### config.mk
export PLATFORM = sky130hd
export DESIGN_NAME = register_file
export DESIGN_NICKNAME = d
export VERILOG_FILES = /design/src/rtl/register_file.sv
export SDC_FILE = /design/constraint.sdc
export NUM_CORES = 2
export LEC_CHECK = 0
export BUFFER_PORTS_ARGS = -buffer_cell sky130_fd_sc_hd__buf_2
export CELL_PAD_IN_SITES_DETAIL_PLACEMENT = 1
export CELL_PAD_IN_SITES_GLOBAL_PLACEMENT = 1
export CORE_MARGIN = 4
export CORE_UTILIZATION = 50
export CTS_BUF_LIST = sky130_fd_sc_hd__clkbuf_8 sky130_fd_sc_hd__clkbuf_16
export CTS_CLUSTER_SIZE = 28
export DETAILED_ROUTE_END_ITERATION = 16
export PLACE_DENSITY_LB_ADDON = 0.1
export SLEW_MARGIN = 5
export SYNTH_ARGS = -nofsm -noshare
export SYNTH_HDL_FRONTEND = slang
export SYNTH_SLANG_ARGS = --single-unit
### constraint.sdc
create_clock -name clk -period 6.7 [get_ports clk]
set_input_delay 0.67 -clock clk [delete_from_list [all_inputs] [get_ports clk]]
set_output_delay 0.67 -clock clk [all_outputs]
set_load 0.05 [all_outputs]
### src/rtl/register_file.sv
// register_file: scoreboarded 32x32 integer register file with two independent operand-read ports.
// Latency: 1 cycle for an unstalled read; a stalled read answers 1 cycle after its clearing write (0 with forwarding).
// Backpressure: a read of a pending register parks that port in WAIT, ignoring new requests, until the writeback lands.
// Build option: define REGFILE_BYPASS_EN to forward rd_value to reads that coincide with the write edge.
module register_file #(
  parameter int XLEN = 32,
  parameter int NREG = 32
) (
  input  logic                   clk,
  input  logic                   rst_n,
  input  logic                   rs1_read,
  input  logic [4:0]             rs1_addr,
  output logic signed [XLEN-1:0] rs1_value,
  output logic                   rs1_valid,
  input  logic                   rs2_read,
  input  logic [4:0]             rs2_addr,
  output logic signed [XLEN-1:0] rs2_value,
  output logic                   rs2_valid,
  input  logic                   rd_reserve,
  input  logic [4:0]             rd_reserve_addr,
  input  logic                   rd_write,
  input  logic [4:0]             rd_addr,
  input  logic [XLEN-1:0]        rd_value,
  output logic [NREG-1:0]        reg_busy
);

  typedef enum logic {S_IDLE = 1'b0, S_WAIT = 1'b1} state_t;

`ifdef REGFILE_BYPASS_EN
  localparam bit BYPASS = 1'b1;
`else
  localparam bit BYPASS = 1'b0;
`endif

  logic [XLEN-1:0] regs_q  [NREG];
  logic [XLEN-1:0] regs_d  [NREG];
  logic [NREG-1:0] busy_q;
  logic [NREG-1:0] busy_d;
  state_t          state_q [2];
  state_t          state_d [2];
  logic [4:0]      addr_q  [2];
  logic [4:0]      addr_d  [2];
  logic [1:0]      valid_q;
  logic [1:0]      valid_d;
  logic [XLEN-1:0] value_q [2];
  logic [XLEN-1:0] value_d [2];

  logic [1:0]      req;
  logic [4:0]      req_addr [2];
  logic            wr_en;
  logic            rsv_en;

  // x0 is never stored or reserved, so both strobes are qualified here once.
  assign req         = {rs2_read, rs1_read};
  assign req_addr[0] = rs1_addr;
  assign req_addr[1] = rs2_addr;
  assign wr_en       = rd_write && (rd_addr != 5'd0);
  assign rsv_en      = rd_reserve && (rd_reserve_addr != 5'd0);

  // Per-port FSM: answer when the target is not pending (or the write is forwarded), otherwise park in WAIT.
  always_comb begin
    for (int p = 0; p < 2; p++) begin
      state_d[p] = state_q[p];
      addr_d[p]  = addr_q[p];
      valid_d[p] = 1'b0;
      value_d[p] = value_q[p];
      case (state_q[p])
        S_IDLE: begin
          if (req[p]) begin
            if (req_addr[p] == 5'd0) begin
              valid_d[p] = 1'b1;
              value_d[p] = '0;
            end else if (BYPASS && wr_en && (rd_addr == req_addr[p])) begin
              valid_d[p] = 1'b1;
              value_d[p] = rd_value;
            end else if (!busy_q[req_addr[p]]) begin
              valid_d[p] = 1'b1;
              value_d[p] = regs_q[req_addr[p]];
            end else begin
              state_d[p] = S_WAIT;
              addr_d[p]  = req_addr[p];
            end
          end
        end
        S_WAIT: begin
          // Forward only a write that actually clears the bit; a same-edge re-reserve keeps the port waiting.
          if (BYPASS && wr_en && (rd_addr == addr_q[p]) &&
              !(rsv_en && (rd_reserve_addr == addr_q[p]))) begin
            valid_d[p] = 1'b1;
            value_d[p] = rd_value;
            state_d[p] = S_IDLE;
          end else if (!busy_q[addr_q[p]]) begin
            valid_d[p] = 1'b1;
            value_d[p] = regs_q[addr_q[p]];
            state_d[p] = S_IDLE;
          end
        end
        default: state_d[p] = S_IDLE;
      endcase
    end
  end

  // Scoreboard update: write clears, reserve sets, reserve applied last so it wins on a same-edge collision.
  always_comb begin
    busy_d = busy_q;
    if (wr_en) begin
      busy_d[rd_addr] = 1'b0;
    end
    if (rsv_en) begin
      busy_d[rd_reserve_addr] = 1'b1;
    end
    busy_d[0] = 1'b0;
  end

  // Register array update on writeback; slot 0 stays zero.
  always_comb begin
    for (int i = 0; i < NREG; i++) begin
      regs_d[i] = regs_q[i];
    end
    if (wr_en) begin
      regs_d[rd_addr] = rd_value;
    end
    regs_d[0] = '0;
  end

  // State registers; reset abandons any parked read without responding.
  always_ff @(posedge clk or negedge rst_n) begin
    if (!rst_n) begin
      busy_q  <= '0;
      valid_q <= '0;
      for (int i = 0; i < NREG; i++) begin
        regs_q[i] <= '0;
      end
      for (int p = 0; p < 2; p++) begin
        state_q[p] <= S_IDLE;
        addr_q[p]  <= '0;
        value_q[p] <= '0;
      end
    end else begin
      busy_q  <= busy_d;
      valid_q <= valid_d;
      for (int i = 0; i < NREG; i++) begin
        regs_q[i] <= regs_d[i];
      end
      for (int p = 0; p < 2; p++) begin
        state_q[p] <= state_d[p];
        addr_q[p]  <= addr_d[p];
        value_q[p] <= value_d[p];
      end
    end
  end

  assign rs1_valid = valid_q[0];
  assign rs2_valid = valid_q[1];
  assign rs1_value = value_q[0];
  assign rs2_value = value_q[1];
  assign reg_busy  = busy_q;

endmodule

# Word-level counts from Yosys, hierarchy flattened
# Index checks and enable logic that the tools add are counted.
dict set report totals {
  out_inout_bits 98
  inputBits 58
  register_bits 1101
}
dict set report op_classes {
  bitwise 12
  order_cmp 14
  mux 59
  eq_ne 6
  n_reduce_logical 13
}
# op count
set ops {}
lappend ops {{bitwise mux 1024 bit} 1}
lappend ops {{binary-select mux 32 bit (select 5 bit)} 4}
lappend ops {{2-to-1 mux 32 bit} 19}
lappend ops {{demux 32 bit (select 5 bit)} 1}
lappend ops {{one-hot mux 32 bit (2 select lines)} 2}
lappend ops {{less-than comparator 5 x 6 -> 1 bit, second input constant} 6}
lappend ops {{bitwise AND 32 bit} 1}
lappend ops {{NOT 32 bit} 1}
lappend ops {{OR 32 bit} 1}
lappend ops {{>= comparator 6 bit, second input constant} 5}
lappend ops {{NOT 5 -> 6 bit} 5}
lappend ops {{2-to-1 mux 1 bit} 22}
lappend ops {{binary-select mux 1 bit (select 5 bit)} 4}
lappend ops {{demux 1 bit (select 5 bit)} 2}
lappend ops {{>= comparator 5 x 1 -> 1 bit, second input constant} 2}
lappend ops {{zero test 5 bit} 2}
lappend ops {{nonzero test 5 bit} 2}
lappend ops {{inequality test 2 bit, second input constant} 4}
lappend ops {{one-hot mux 1 bit (2 select lines)} 4}
lappend ops {{AND reduction 4 bit} 2}
lappend ops {{less-than comparator 6 x 1 -> 1 bit, second input constant} 1}
lappend ops {{inequality test 3 bit, second input constant} 2}
lappend ops {{AND reduction 3 bit} 2}
lappend ops {{logical AND 1 bit} 5}
lappend ops {{NOT 1 bit} 4}

# Depth between registers and ports, before layout
dict set report logic_depth {
  depth_word 9
  mapped_depth 11
  ltp_nobuf 6
}

# Least setup slack after synthesis
# OpenSTA, ideal clock, no wires.
dict set report synth_path {
  path_kind {input to register}
  start {input port rs1_addr[1]}
  end {register value_q, in the netlist rs1_value[1]}
  path_stages 8
  required_ps 6575
  arrival_ps 2702
  setup_slack_ps 3873
  setup_time_ps 125
  path_cell_list {buf_2 buf_1 mux4_2 mux2i_1 nand2_1 a32oi_1 o221ai_1 mux2_2}
}
dict set report synth_between {
  elab_chain_len 8
}
# element line_no
set synth_lines {}
lappend synth_lines {{from (decl)} 12} ;# input logic [4:0] rs1_addr,
lappend synth_lines {{NOT 5 -> 6 bit (implied by the code)} 78} ;# value_d[p] = regs_q[req_addr[p]];
lappend synth_lines {{binary-select mux 32 bit (select 5 bit)} 78}
lappend synth_lines {{2-to-1 mux 32 bit (implied by the code) (2 in a row)} 78}
lappend synth_lines {{2-to-1 mux 32 bit} 76} ;# end else if (!busy_q[req_addr[p]]) begin
lappend synth_lines {{2-to-1 mux 32 bit} 70} ;# if (req_addr[p] == 5'd0) begin
lappend synth_lines {{2-to-1 mux 32 bit} 69} ;# if (req[p]) begin
lappend synth_lines {{one-hot mux 32 bit (2 select lines)} 67} ;# case (state_q[p])
lappend synth_lines {{to (signal, indexed assignment)} 148} ;# value_q[p] <= value_d[p];
lappend synth_lines {{to (decl)} 45} ;# logic [XLEN-1:0] value_q [2];
# Several ways; a longest one is shown, not always the timed one. The select of a mux whose other input is x is not followed.
# A chain may end at the register's enable or synchronous reset.

# Worst setup path after layout
dict set report layout_path {
  start {register addr_q[1] (netlist name)}
  end {register value_q, in the netlist rs2_value[13]}
}
dict set report layout_between {
  elab_chain_len 6
}
# element line_no
set layout_lines {}
lappend layout_lines {{from (decl)} 41} ;# logic [4:0] addr_q [2];
lappend layout_lines {{from (signal, indexed assignment)} 147} ;# addr_q[p] <= addr_d[p];
lappend layout_lines {{NOT 5 -> 6 bit (implied by the code)} 94} ;# value_d[p] = regs_q[addr_q[p]];
lappend layout_lines {{binary-select mux 32 bit (select 5 bit)} 94}
lappend layout_lines {{2-to-1 mux 32 bit (implied by the code) (2 in a row)} 94}
lappend layout_lines {{2-to-1 mux 32 bit} 92} ;# end else if (!busy_q[addr_q[p]]) begin
lappend layout_lines {{one-hot mux 32 bit (2 select lines)} 67}
# Several ways; a longest one is shown, not always the timed one. The select of a mux whose other input is x is not followed.

==> flow_metrics.tcl <==
set metrics [dict create \
    hold_viol_final 0 \
    dpl-instance-area_sq_um 76400 \
    fp-row-count 141 \
    multi_input_area_sq_um 44400 \
    syn2layout_area_growth_pct 9.03 \
    pin_count 156 \
    numClockSinks 1101 \
    fin_crit_ps 4220 \
    drtAntennaViolNets 0 \
    startpoint "addr_q[1]" \
    clk_pin_slew_ps 60 \
    yosysWarnings 0 \
    dr.first_iter.drc_count 7414 \
    grt.overflow.total 0 \
    vdd_ir_drop_max_mv 0.455 \
    setup_tns_ps 0 \
    p_leak_uw 0.0337 \
    synthArstFlopShare_pct 100 \
    grt_max_degree 138 \
    path_max_fanout 36 \
    reg2reg_slack_ps 2480 \
    fin_crit_sh_pct 62.9 \
    layout_common_cells "mux2_2 (1233), dfrtp_1 (1093), mux4_2 (794)" \
    critPathKind "reg -> reg" \
    synth_cell_types 53 \
    routed_wl_microns 310000 \
    ys_ff_latch 1101 \
    chipHeight_microns 393 \
    seqPwrFrac_pct 31.4 \
    drc_errors 0 \
    grt_usage_pct 39.6 \
    dieArea_sq_um 155000 \
    grt_antenna_before_repair 33 \
    synth_edf_count 0 \
    clock_path_buffers 3 \
    htree_num_levels 4 \
    cap_violations 0 \
    p_comb_share_pct 45.7 \
    syn_nets 5545 \
    cts_tree "done" \
    hold_start "rs1_addr[4]" \
    end_kind "flop" \
    fin_nets 5320 \
    fillCellCount 14100 \
    crit_arrival_ps 4940 \
    routedWlPerCell_microns 42.4 \
    setup_viol 0 \
    swShare_pct 41.9 \
    grt_pass1_vias 57800 \
    worst-slew-pin-transition_ps 1340 \
    fin_skew_ps 30.5 \
    route.vias.total 56800 \
    timing.final.max_slew_violations 0 \
    initial_utilization_pct 50.3 \
    syn_area_per_cell_sq_um 13.5 \
    portBuffers 154 \
    rsz0062_at_grt "no" \
    max_clock_freq_ghz 0.237 \
    maxSlewHeadroom_pct 10.3 \
    finalInstanceArea_sq_um 81000 \
    hold_path_depth 2 \
    drtPass1Iterations 6 \
    cts_buffers 135 \
    grt_pass1_wl_microns 443000 \
    p_clk_share_pct 22.9 \
    core-area_sq_um 148000 \
    hold_class "in -> reg" \
    reg2reg_depth 8 \
    clk_latency_ps 800 \
    fp.dieW_microns 393 \
    register_area_sq_um 27600 \
    syn_area_sq_um 74300 \
    final_common_cell "mux2_2" \
    status "completed" \
    crit_required_ps 7430 \
    clock_tree.root_cell "clkbuf_16" \
    r2r_start "addr_q[1]" \
    synth_flop_cell "dfrtp_1" \
    min_to "addr_q[9]" \
    vias_per_cell 7.77 \
    internal-power_uw 19300 \
    drive_gt1_share_pct 48.8 \
    p_sw_uw 13900 \
    fin_hold_ws_ps 284 \
    dpl.hpwl_microns 173000 \
    pwr_density_cell_nw_per_um2 410 \
    worst_r2r_endpoint "rs2_value[13]" \
    synth_cells 5487 \
    routabilityCongestion 0.875 \
    ys_seq_area_share_pct 37.1 \
    worstSetupStartpointType "flop" \
]
==> what timing repair did <==
action                    4_1_cts  5_1_grt
buffers inserted                0        0
resized for setup               0        0
hold endpoints to repair       62        0
hold buffers                    1        0
==> metrics by stage <==
step | worst slack, ps | power, uW | instances | util, %
after floorplan | 3870 | 20000 | 5487 | -
after global placement | 2530 | 24900 | 7054 | 51.7
after detailed placement | 2420 | 25200 | 7054 | 51.7
after CTS | 2700 | 32900 | 7296 | 54.8
after global routing | 2450 | 34300 | 7297 | 54.8
final | 2480 | 33200 | 7312 | 54.8
==> layer usage <==
layer | vias to the layer above | routed length, microns | GRT usage, %
met5 | - | 264 | 0
met4 | 20 | 15000 | 17.0
met3 | 859 | 37800 | 13.6
met2 | 3727 | 133000 | 56.6
met1 | 30700 | 124000 | 55.0
li1 | 21500 | - | -
==> synthesized netlist by cell type (32+ instances only) <==
master       n  share of area (%)
a22oi_1    204                2.1
a21oi_1     73               0.49
a32oi_1     57               0.67
nand3_1     53               0.36
buf_2      138               0.93
clkbuf_1   384                1.9
o311ai_0    32               0.38
buf_1       95               0.48
dfrtp_1   1101                 37
mux2i_1    340                4.6
nand2_1    242                1.2
mux4_2     794                 24
o21ai_0    115               0.77
a22o_1     129                1.5
o221ai_1   125                1.5
mux2_2    1233                 19
nor2_1     145               0.73
o22ai_1     51               0.43
==> power by group through the flow <==
| stage | logic [uW] | registers, uW | clock network [uW] |
|---|---|---|---|
| final | 15200 | 10400 | 7600 |
| after global routing | 15700 | 10600 | 7960 |
| after CTS | 14900 | 10300 | 7660 |
| after detailed placement | 14800 | 10400 | 0 |
| after global placement | 14600 | 10300 | 0 |
| after floorplan | 10100 | 9910 | 0 |
==> worst max-delay path, stage by stage, from the launching register on <==
cell and delay (ps):
dfrtp_4 990, buf_4 760, and2_2 730, buf_4 760, a22oi_1 200, a21oi_1 240, a31oi_1 80, nand3_1 160
mux2_4 150
==> worst max-delay path by stage <==
stage,slack [ps],depth (start not counted),to
final,2480,8,rs2_value[13]
after global routing,2450,8,rs2_value[27]
after CTS,2700,8,rs2_value[13]
after detailed placement,2420,8,rs2_value[0]
after global placement,2530,8,rs2_value[31]
after floorplan,3870,8,rs1_value[1]
==> area by class of cell <==
type / count / area share, %
Multi-Input combinational cell: 3741 / 54.8
Sequential cell: 1101 / 34.1
Clock buffer: 170 / 4.84
Tap cell: 1930 / 2.98
Timing Repair Buffer: 273 / 2.50
Clock inverter: 71 / 0.749
Antenna cell: 16 / 0.0494
Inverter: 10 / 0.0463
==> cell families (layout without fill, tap and decap cells) <==
kind of cell	after synthesis	count (layout)	share of synthesized area [%]
muxes	2396	2396	47.9
DFF	1101	1101	37.1
AOI/OAI and AO/OA	836	836	8.38
buffers and inverters	645	524	3.65
and+or+nand+nor	508	508	2.93
other	1	17	0.00505
==> state kept, by name, summed over array words and instances (netlist names) <==
name	flops
rs1_value	32
state_q	2
rs2_value	32
reg_busy	31
regs_q	992
valid_q	2
addr_q	10
(Power assumes the default switching activity.)
